`config.mk`:
```
export PLATFORM = sky130hd
export DESIGN_NAME = axi_stream_gray_conv
export DESIGN_NICKNAME = d
export VERILOG_FILES = /design/src/rtl/axi_stream_pkg.sv /design/src/rtl/axi_stream_pipe_stage.sv /design/src/rtl/axi_stream_gray_conv.sv
export SDC_FILE = /design/constraint.sdc
export NUM_CORES = 1
export LEC_CHECK = 0
export ABC_AREA = 0
export ABC_CLOCK_PERIOD_IN_PS = 7000
export BUFFER_PORTS_ARGS = -buffer_cell sky130_fd_sc_hd__buf_2
export CAP_MARGIN = 20
export CORE_MARGIN = 3
export CORE_UTILIZATION = 50
export CTS_CLUSTER_SIZE = 16
export DETAILED_ROUTE_END_ITERATION = 10
export PLACE_DENSITY = 0.78
export SLEW_MARGIN = 10
export SYNTH_ARGS = -nofsm -noshare
export SYNTH_HDL_FRONTEND = slang
export SYNTH_SLANG_ARGS = --single-unit
```
`constraint.sdc`:
```
create_clock -name clk_i -period 7 [get_ports clk_i]
set_input_delay 1.4 -clock clk_i [delete_from_list [all_inputs] [get_ports clk_i]]
set_output_delay 1.4 -clock clk_i [all_outputs]
set_load 0.01 [all_outputs]
```
`src/rtl/axi_stream_pkg.sv`:
```
// Shared types for the AXI-Stream gray converter.
//   state_e : input framing FSM (header beats, then pixel beats)
//   mode_e  : output format selection, latched per frame
package axi_stream_pkg;

    typedef enum logic {
        HDR = 1'b0,
        PIX = 1'b1
    } state_e;

    typedef enum logic [1:0] {
        MODE_GRAY_REP = 2'd0,   // gray copied into R, G and B
        MODE_GRAY_LO  = 2'd1,   // gray in R lane, G/B zero
        MODE_BYPASS   = 2'd2,   // pixel passed through untouched
        MODE_BYPASS_3 = 2'd3    // reserved code, behaves as bypass
    } mode_e;

endpackage

```
`src/rtl/axi_stream_pipe_stage.sv`:
```
// One register slice of a valid/ready pipeline.
//   in_valid_i/in_ready_o/in_data_i    : upstream handshake
//   out_valid_o/out_ready_i/out_data_o : downstream handshake (registered)
// The slice loads whenever it is empty or its content leaves this cycle,
// giving full throughput with a combinational ready path.
module axi_stream_pipe_stage #(
    parameter int W = 8
) (
    input  logic         clk_i,
    input  logic         rst_i,
    input  logic         in_valid_i,
    output logic         in_ready_o,
    input  logic [W-1:0] in_data_i,
    output logic         out_valid_o,
    input  logic         out_ready_i,
    output logic [W-1:0] out_data_o
);

    logic         valid_q, valid_d;
    logic [W-1:0] data_q,  data_d;
    logic         load;

    assign load = !valid_q || out_ready_i;

    always_comb begin
        valid_d = valid_q;
        data_d  = data_q;
        if (load) begin
            valid_d = in_valid_i;
            // data only captured with a real beat so idle-bus noise never lands in state
            if (in_valid_i) data_d = in_data_i;
        end
    end

    always_ff @(posedge clk_i or posedge rst_i) begin
        if (rst_i) begin
            valid_q <= 1'b0;
            data_q  <= '0;
        end else begin
            valid_q <= valid_d;
            data_q  <= data_d;
        end
    end

    assign in_ready_o  = load;
    assign out_valid_o = valid_q;
    assign out_data_o  = data_q;

endmodule

```
`src/rtl/axi_stream_gray_conv.sv`:
```
// RGB -> gray converter on an AXI-Stream video link.
// Each frame: HDR_WORDS header beats passed through bit-exact, then pixels
// until tlast. Pixels become round((R*cr + G*cg + B*cb) / 2^COEF_W),
// saturated, formatted per mode. Mode/coefficients latch on header beat 0.
//   clk_i, rst_i                       : clock, async active-high reset
//   mode_i, coef_{r,g,b}_i             : per-frame configuration
//   tvalid_i/tready_o/tlast_i/tdata_i  : slave stream
//   tvalid_o/tready_i/tlast_o/tdata_o  : master stream
//   frame_done_o                       : pulse after a tlast beat leaves
module axi_stream_gray_conv
    import axi_stream_pkg::*;
#(
    parameter int CW        = 8,
    parameter int HDR_WORDS = 2,
    parameter int COEF_W    = 8
) (
    input  logic              clk_i,
    input  logic              rst_i,
    input  logic [1:0]        mode_i,
    input  logic [COEF_W-1:0] coef_r_i,
    input  logic [COEF_W-1:0] coef_g_i,
    input  logic [COEF_W-1:0] coef_b_i,
    input  logic              tvalid_i,
    output logic              tready_o,
    input  logic              tlast_i,
    input  logic [3*CW-1:0]   tdata_i,
    output logic              tvalid_o,
    input  logic              tready_i,
    output logic              tlast_o,
    output logic [3*CW-1:0]   tdata_o,
    output logic              frame_done_o
);

    localparam int PW    = CW + COEF_W;
    localparam int SW    = CW + COEF_W + 2;
    localparam int CNT_W = (HDR_WORDS > 1) ? $clog2(HDR_WORDS) : 1;
    localparam logic [SW-1:0]    RND      = SW'(1) << (COEF_W - 1);
    localparam logic [SW-1:0]    GRAY_MAX = SW'({CW{1'b1}});
    localparam logic [CNT_W-1:0] CNT_LAST = CNT_W'(HDR_WORDS - 1);

    typedef struct packed {
        logic            hdr;
        logic            last;
        mode_e           mode;
        logic [3*CW-1:0] data;
        logic [PW-1:0]   pr;
        logic [PW-1:0]   pg;
        logic [PW-1:0]   pb;
    } s1_t;

    typedef struct packed {
        logic            last;
        logic [3*CW-1:0] data;
    } s2_t;

    // ---------------- framing FSM and per-frame config ----------------
    state_e            state_q, state_d;
    logic [CNT_W-1:0]  cnt_q,   cnt_d;
    mode_e             mode_q,  mode_d;
    logic [COEF_W-1:0] cr_q, cr_d, cg_q, cg_d, cb_q, cb_d;
    logic              frame_done_q, frame_done_d;
    logic              s1_in_ready, acc;

    assign tready_o = s1_in_ready && !rst_i;
    assign acc      = tvalid_i && tready_o;

    always_comb begin
        state_d = state_q;
        cnt_d   = cnt_q;
        mode_d  = mode_q;
        cr_d    = cr_q;
        cg_d    = cg_q;
        cb_d    = cb_q;
        if (acc) begin
            if (state_q == HDR) begin
                if (cnt_q == '0) begin
                    mode_d = mode_e'(mode_i);
                    cr_d   = coef_r_i;
                    cg_d   = coef_g_i;
                    cb_d   = coef_b_i;
                end
                if (tlast_i) begin
                    // short frame: abandon it and expect a fresh header
                    cnt_d = '0;
                end else if (cnt_q == CNT_LAST) begin
                    state_d = PIX;
                    cnt_d   = '0;
                end else begin
                    cnt_d = cnt_q + 1'b1;
                end
            end else if (tlast_i) begin
                state_d = HDR;
            end
        end
    end

    // ---------------- stage 1: products ----------------
    s1_t s1_in, s1_out;
    logic s1_out_valid, s2_in_ready;

    always_comb begin
        s1_in      = '0;
        // a header beat uses the mode being latched this cycle only
        // nominally; headers bypass arithmetic anyway
        s1_in.hdr  = (state_q == HDR);
        s1_in.last = tlast_i;
        s1_in.mode = mode_q;
        s1_in.data = tdata_i;
        s1_in.pr   = PW'(tdata_i[CW-1:0])      * PW'(cr_q);
        s1_in.pg   = PW'(tdata_i[2*CW-1:CW])   * PW'(cg_q);
        s1_in.pb   = PW'(tdata_i[3*CW-1:2*CW]) * PW'(cb_q);
    end

    axi_stream_pipe_stage #(.W($bits(s1_t))) u_s1 (
        .clk_i       (clk_i),
        .rst_i       (rst_i),
        .in_valid_i  (tvalid_i),
        .in_ready_o  (s1_in_ready),
        .in_data_i   (s1_in),
        .out_valid_o (s1_out_valid),
        .out_ready_i (s2_in_ready),
        .out_data_o  (s1_out)
    );

    // ---------------- stage 2: round, saturate, format ----------------
    s2_t           s2_in, s2_out;
    logic [SW-1:0] sum, scaled;
    logic [CW-1:0] gray;

    always_comb begin
        sum    = SW'(s1_out.pr) + SW'(s1_out.pg) + SW'(s1_out.pb) + RND;
        scaled = sum >> COEF_W;
        gray   = (scaled > GRAY_MAX) ? {CW{1'b1}} : scaled[CW-1:0];
        s2_in      = '0;
        s2_in.last = s1_out.last;
        s2_in.data = s1_out.data;
        if (!s1_out.hdr) begin
            case (s1_out.mode)
                MODE_GRAY_REP: s2_in.data = {gray, gray, gray};
                MODE_GRAY_LO:  s2_in.data = {{(2*CW){1'b0}}, gray};
                default:       s2_in.data = s1_out.data;
            endcase
        end
    end

    axi_stream_pipe_stage #(.W($bits(s2_t))) u_s2 (
        .clk_i       (clk_i),
        .rst_i       (rst_i),
        .in_valid_i  (s1_out_valid),
        .in_ready_o  (s2_in_ready),
        .in_data_i   (s2_in),
        .out_valid_o (tvalid_o),
        .out_ready_i (tready_i),
        .out_data_o  (s2_out)
    );

    assign tlast_o = s2_out.last;
    assign tdata_o = s2_out.data;

    assign frame_done_d = tvalid_o && tready_i && tlast_o;
    assign frame_done_o = frame_done_q;

    always_ff @(posedge clk_i or posedge rst_i) begin
        if (rst_i) begin
            state_q      <= HDR;
            cnt_q        <= '0;
            mode_q       <= MODE_GRAY_REP;
            cr_q         <= '0;
            cg_q         <= '0;
            cb_q         <= '0;
            frame_done_q <= 1'b0;
        end else begin
            state_q      <= state_d;
            cnt_q        <= cnt_d;
            mode_q       <= mode_d;
            cr_q         <= cr_d;
            cg_q         <= cg_d;
            cb_q         <= cb_d;
            frame_done_q <= frame_done_d;
        end
    end

endmodule

```
==> impl_metrics.ini, run 1 <==
[status]
outcome = completed

[worst_setup_path]
r2r-start = cb_q[2]
setup.worst_path.end_class = register
crit_type = primary input to register
reg2reg_depth = 14
arrival_ps = 5400
cp_common_cell = fa_1
cpPeakStageDelay_ps = 550
cp-start-kind = primary input
crit_slowest_cell = fa_1
crit_chain = buf_2 > and2_1 > fa_1 > fa_1 > inv_1 > fa_1 > fa_1 > inv_1 > ha_1 > o21a_1 > o21ai_0 > a211o_1 > a21oi_1 > o21a_1 > o31ai_1
rrSetupSlack_ps = 2540
crit-reg2reg-capture = u_s1.out_data_o[13]
path_max_fanout = 9
cp.required_ps = 7330

[timing]
fmax_ghz = 0.197
tightest_slew_ps = 1060
slew_viol_final = 0
setup_slack_ps = 1930
finalSetupViolCount = 0
setup_tns_ps = 0
rsz0062_at_grt = no
min_period_ps = 5070
slew_headroom_pct = 29.0
finClkSkew_ps = 11.3
hold_viol = 0
fin_crit_sh_pct = 72.4

[cts]
cts_tree = done
clk_path_buf_depth = 2
post_cts_buffers = 0
clock_latency_ps = 430
clk_pin_slew_ps = 60
clock_sinks = 132
cts_buffers = 17
cts_max_level = 4
cts_resized = 0
cts.hold.buffers_added = 0
cts_root_buf = clkbuf_16

[global_routing]
grt_max_degree = 85
grt_pass1_wl_mm = 46.2
grt-ovfl-total = 0
antenna_found_initial = 0
first_global_vias = 9219
grt_util_all_layers_pct = 21.7

[synth]
synth-edff-count = 0
synthesis.nets = 1608
avgSynthCellArea_sq_um = 9.65
postSynthCellCount = 1293
yosysSeqAreaShare_pct = 26.5
synth_cell_types = 57
ys_seq_elements = 132
async_flop_share_pct = 100
syn_area_sq_mm = 0.0125
ys.flop_type = dfrtp_1
yosysWarningCount = 0

[job]
maxCapViolations = 0

[routing]
viasPerCell = 5.35
routed_wl_mm = 27.4
drtIter0Drc = 690
wire_per_inst_um = 16.2
remaining_drc_errors = 0
dr.pass1.iters = 5
vias = 9053
final_antenna_net_count = 0

[finish]
multiInputGateArea_sq_mm = 0.00823
nets = 1669
areaGrowthSynthToFinish_pct = 10.2
final_util_pct = 56.4
drive_gt1_share_pct = 14.9
diodes = 0
seq_area_sq_mm = 0.00330
design_area_sq_mm = 0.0138
fill_cells = 2107

[floorplanning]
core_area_sq_mm = 0.0244
die_h_um = 164
initial_core_util_pct = 51.2
die_area_sq_mm = 0.0269
die_w_um = 164
num_rows = 57
num_io_pins = 83

[placement]
port-buffer-count = 82
hpwlAfterDp_mm = 21.1
placed_area_sq_mm = 0.0131
place_ws_ps = 1500
gp_congestion = 0.876

[min_path]
min_to = u_s1.out_data_o[20]
whs_path_depth = 2
hold_path.class = register to register
hold_start = u_s1.out_data_o[20]
per-stage QoR:
stage                     hold slack (ps)  instances
after floorplan                       433       1293
after global routing                  507       1691
after global placement                444       1657
after detailed placement              460       1657
after CTS                             473       1689
final                                 480       1691
how the worst max path moves through the flow:
stage	cells past startpoint	end	from
after CTS	15	u_s1.out_data_o[13]	tdata_i[19]
final	15	u_s1.out_data_o[13]	tdata_i[19]
after global routing	15	u_s1.out_data_o[13]	tdata_i[19]
after floorplan	14	u_s1.out_data_o[45]	tdata_i[4]
after global placement	15	u_s1.out_data_o[13]	tdata_i[19]
after detailed placement	15	u_s1.out_data_o[13]	tdata_i[19]
per-layer routing:
layer / wire length, um / GRT usage (%)
met2: 12900 / 34.8
met3: 1140 / 3.18
met5: 0 / 0
met4: 752 / 7.65
met1: 12600 / 30.2
cell usage after synthesis, types with 2 or more instances:
cell         n  area share (%)
a2111o_1     3            0.27
a211o_1      2            0.14
a211oi_1     3            0.18
a21o_1      12            0.72
a21oi_1     54             2.2
a31o_2       2            0.14
a31oi_1      6            0.30
and2_1      99             5.0
and3_1      12            0.60
buf_1        3           0.090
buf_2        7            0.28
clkbuf_1    32            0.96
dfrtp_1    132              26
fa_1       123              20
ha_1       137              14
inv_1      200             6.0
mux2_2      65             5.9
nand2_1    161             4.8
nand2b_1     6            0.30
nand4_1      2            0.10
nor2_1      42             1.3
nor2b_1      7            0.35
nor3_1      16            0.64
nor3_2       4            0.32
o2111ai_1    2            0.14
o211ai_1     3            0.18
o21a_1      10            0.60
o21ai_0     54             2.2
o21ai_1     11            0.44
o21bai_1     4            0.24
o22ai_1      6            0.30
o31ai_1      7            0.42
o31ai_2      4            0.40
or2_2        3            0.15
xnor2_1     12            0.84
xor2_1      26             1.8
final cells by class:
class / instances / area share, %
timing repair buffer: 87 / 3.46
clock inverter: 13 / 1.08
clock buffer: 19 / 3.15
inverter: 200 / 5.48
tap: 324 / 2.95
multi-input combinational: 916 / 59.9
sequential: 132 / 24.0
worst max-delay path: cells and delay by family:
kind / cells / cell delay, ps
compound gates: 6 / 1160
fa+ha+maj: 5 / 2370
buf+inv: 3 / 260
simple gates: 1 / 200
registers in the layout (all words and copies together) (netlist names), 2 cells and up:
signal and cells:
cr_q 8, mode_q 2, u_s1.out_data_o 76, u_s2.out_data_o 25, cb_q 8, cg_q 8
cells by family after synthesis:
family,share of synthesized area (%)
flip-flops,26.5
XOR/XNOR,2.67
AO/OA/AOI/OAI,9.58
AND/OR/NAND/NOR,14.2
adder cells (fa/ha/maj),33.5
buffers and inverters,7.60
multiplexers,5.96
cell usage in the layout, fill, tap and decap left out, types with 42 or more instances in the layout:
cell type / Yosys / layout
dfrtp_1: 132 / 132
a21oi_1: 54 / 54
mux2_2: 65 / 65
nor2_1: 42 / 42
ha_1: 137 / 137
inv_1: 200 / 199
o21ai_0: 54 / 54
and2_1: 99 / 99
fa_1: 123 / 123
nand2_1: 161 / 160
buf_2: 7 / 82
Power of run 1 is left out: the tool's default activity adds up to more than one toggle a clock period on the data nets, which glitch-free logic cannot reach.
==> inputs of run 2 (changes only) <==
- ABC_CLOCK_PERIOD_IN_PS: 7000 -> 5300
- clock period: 7 -> 5.3 ns (I/O delays scaled with it)
==> run 2 against run 1 <==
Core utilization is 0.087 points higher. Die area unchanged. Critical path depth unchanged. Sequential cell count is the same. Final cell count about the same. Hold slack worse by 8.4 ps. Highest routed layer unchanged.
==> impl_metrics.ini, run 2 (synthesis results as in run 1) <==
[timing]
tightest_slew_ps = 1090
fmax_ghz = 0.208
slew_viol_final = 0
slew_headroom_pct = 27.1
rsz0062_at_grt = no
finalSetupViolCount = 0
setup_tns_ps = 0
finClkSkew_ps = 14.0
holdWs_ps = 471
fin_crit_sh_pct = 90.8
hold_viol = 0
min_period_ps = 4810

[cts]
cts_tree = done
clock_sinks = 132
cts.hold.buffers_added = 0
cts_buffers = 17
clock_latency_ps = 420
cts_root_buf = clkbuf_16
clk_path_buf_depth = 2
cts_max_level = 4
clk_pin_slew_ps = 70
post_cts_buffers = 0
cts_resized = 0

[worst_setup_path]
critPathLaunch = tdata_i[19]
cp.required_ps = 5630
cp_common_cell = fa_1
crit_slowest_cell = fa_1
crit_type = primary input to register
cp-start-kind = primary input
cpPeakStageDelay_ps = 560
r2r-start = cb_q[2]
arrival_ps = 5140
path_max_fanout = 9
setup.worst_path.end_class = register
crit_chain = buf_2 > and2_1 > fa_1 > fa_1 > inv_1 > fa_1 > fa_1 > inv_1 > ha_1 > o21a_1 > o21ai_0 > a211o_1 > a21oi_1 > o21a_1 > o31ai_1

[placement]
gp_congestion = 0.902
port-buffer-count = 82
hpwlAfterDp_mm = 21.1
placed_area_sq_mm = 0.0131

[finish]
areaGrowthSynthToFinish_pct = 10.4
drive_gt1_share_pct = 15.1
diodes = 0
fill_cells = 2100
layout_common_cells = inv_1, nand2_1, ha_1
design_area_sq_mm = 0.0138
largest_reg_flops = 76
nets = 1670
final_util_pct = 56.5
mostFrequentLayoutCell = inv_1

[routing]
routed_wl_mm = 27.5
viasPerCell = 5.44
dr.pass1.iters = 8
drtIter0Drc = 680
remaining_drc_errors = 0
final_antenna_net_count = 0
vias = 9203
wire_per_inst_um = 16.3

[floorplanning]
initial_core_util_pct = 51.2
core_area_sq_mm = 0.0244
die_h_um = 164
num_io_pins = 83
die_w_um = 164
num_rows = 57
die_area_sq_mm = 0.0269

[job]
maxCapViolations = 0

[min_path]
hold_path.class = register to register
hold_start = u_s1.out_data_o[74]

[global_routing]
grt_max_degree = 84
grt_util_all_layers_pct = 21.5
grt-ovfl-total = 0
antenna_found_initial = 0
first_global_vias = 9455
grt_pass1_wl_mm = 46.1

[status]
outcome = completed
==> run 2: cell types whose count changed in the layout (fill, tap and decap cells not counted), sizes merged <==
cell    previous run  this run
buf               87        88
clkbuf            19        18
clkinv             4         2
inv              205       208
==> run 2: area by class of cell <==
cell class                 instances  area [sq um]  share of cell area (%)
clock buffer                      18           439                    3.19
multi-input combinational        916          8230                    59.8
clock inverter                    14           164                    1.19
timing repair buffer              88           475                    3.45
sequential                       132          3300                    24.0
inverter                         200           753                    5.47
tap                              324           405                    2.94
==> run 2: critical path: cells and delay by family <==
family / cells / cell delay, ps
buf+inv: 3 / 250
fa+ha+maj: 5 / 2420
compound gates: 6 / 1220
simple gates: 1 / 190
==> run 2: through the flow <==
step | worst slack [ps] | cells
finish | 487 | 1692
global route | 256 | 1692
CTS | 524 | 1691
detailed placement | 87.4 | 1659
global placement | 196 | 1659
floorplan | 485 | 1293
==> run 2: layer usage <==
metal	share of wire, %	up-vias	global-route usage, %	wire length [um]
met3	4.6	46	3.30	1260
met5	0	-	0	0
met4	2.4	0	6.69	673
met1	45	4560	29.5	12400
li1	-	4321	-	-
met2	48	276	35.3	13100
==> run 2: final timing paths <==
kind,depth (start not counted),slack (ps),to
setup / recovery,15,490,u_s1.out_data_o[13]
hold / removal,2,470,u_s2.out_data_o[24]
setup reg to reg,14,780,u_s1.out_data_o[13]
hold reg to reg,2,470,u_s2.out_data_o[24]
max in group asynchronous,3,3280,u_s1.out_data_o[53]
min in group asynchronous,2,860,u_s2.out_valid_o
Power of run 2 is left out for the same reason.
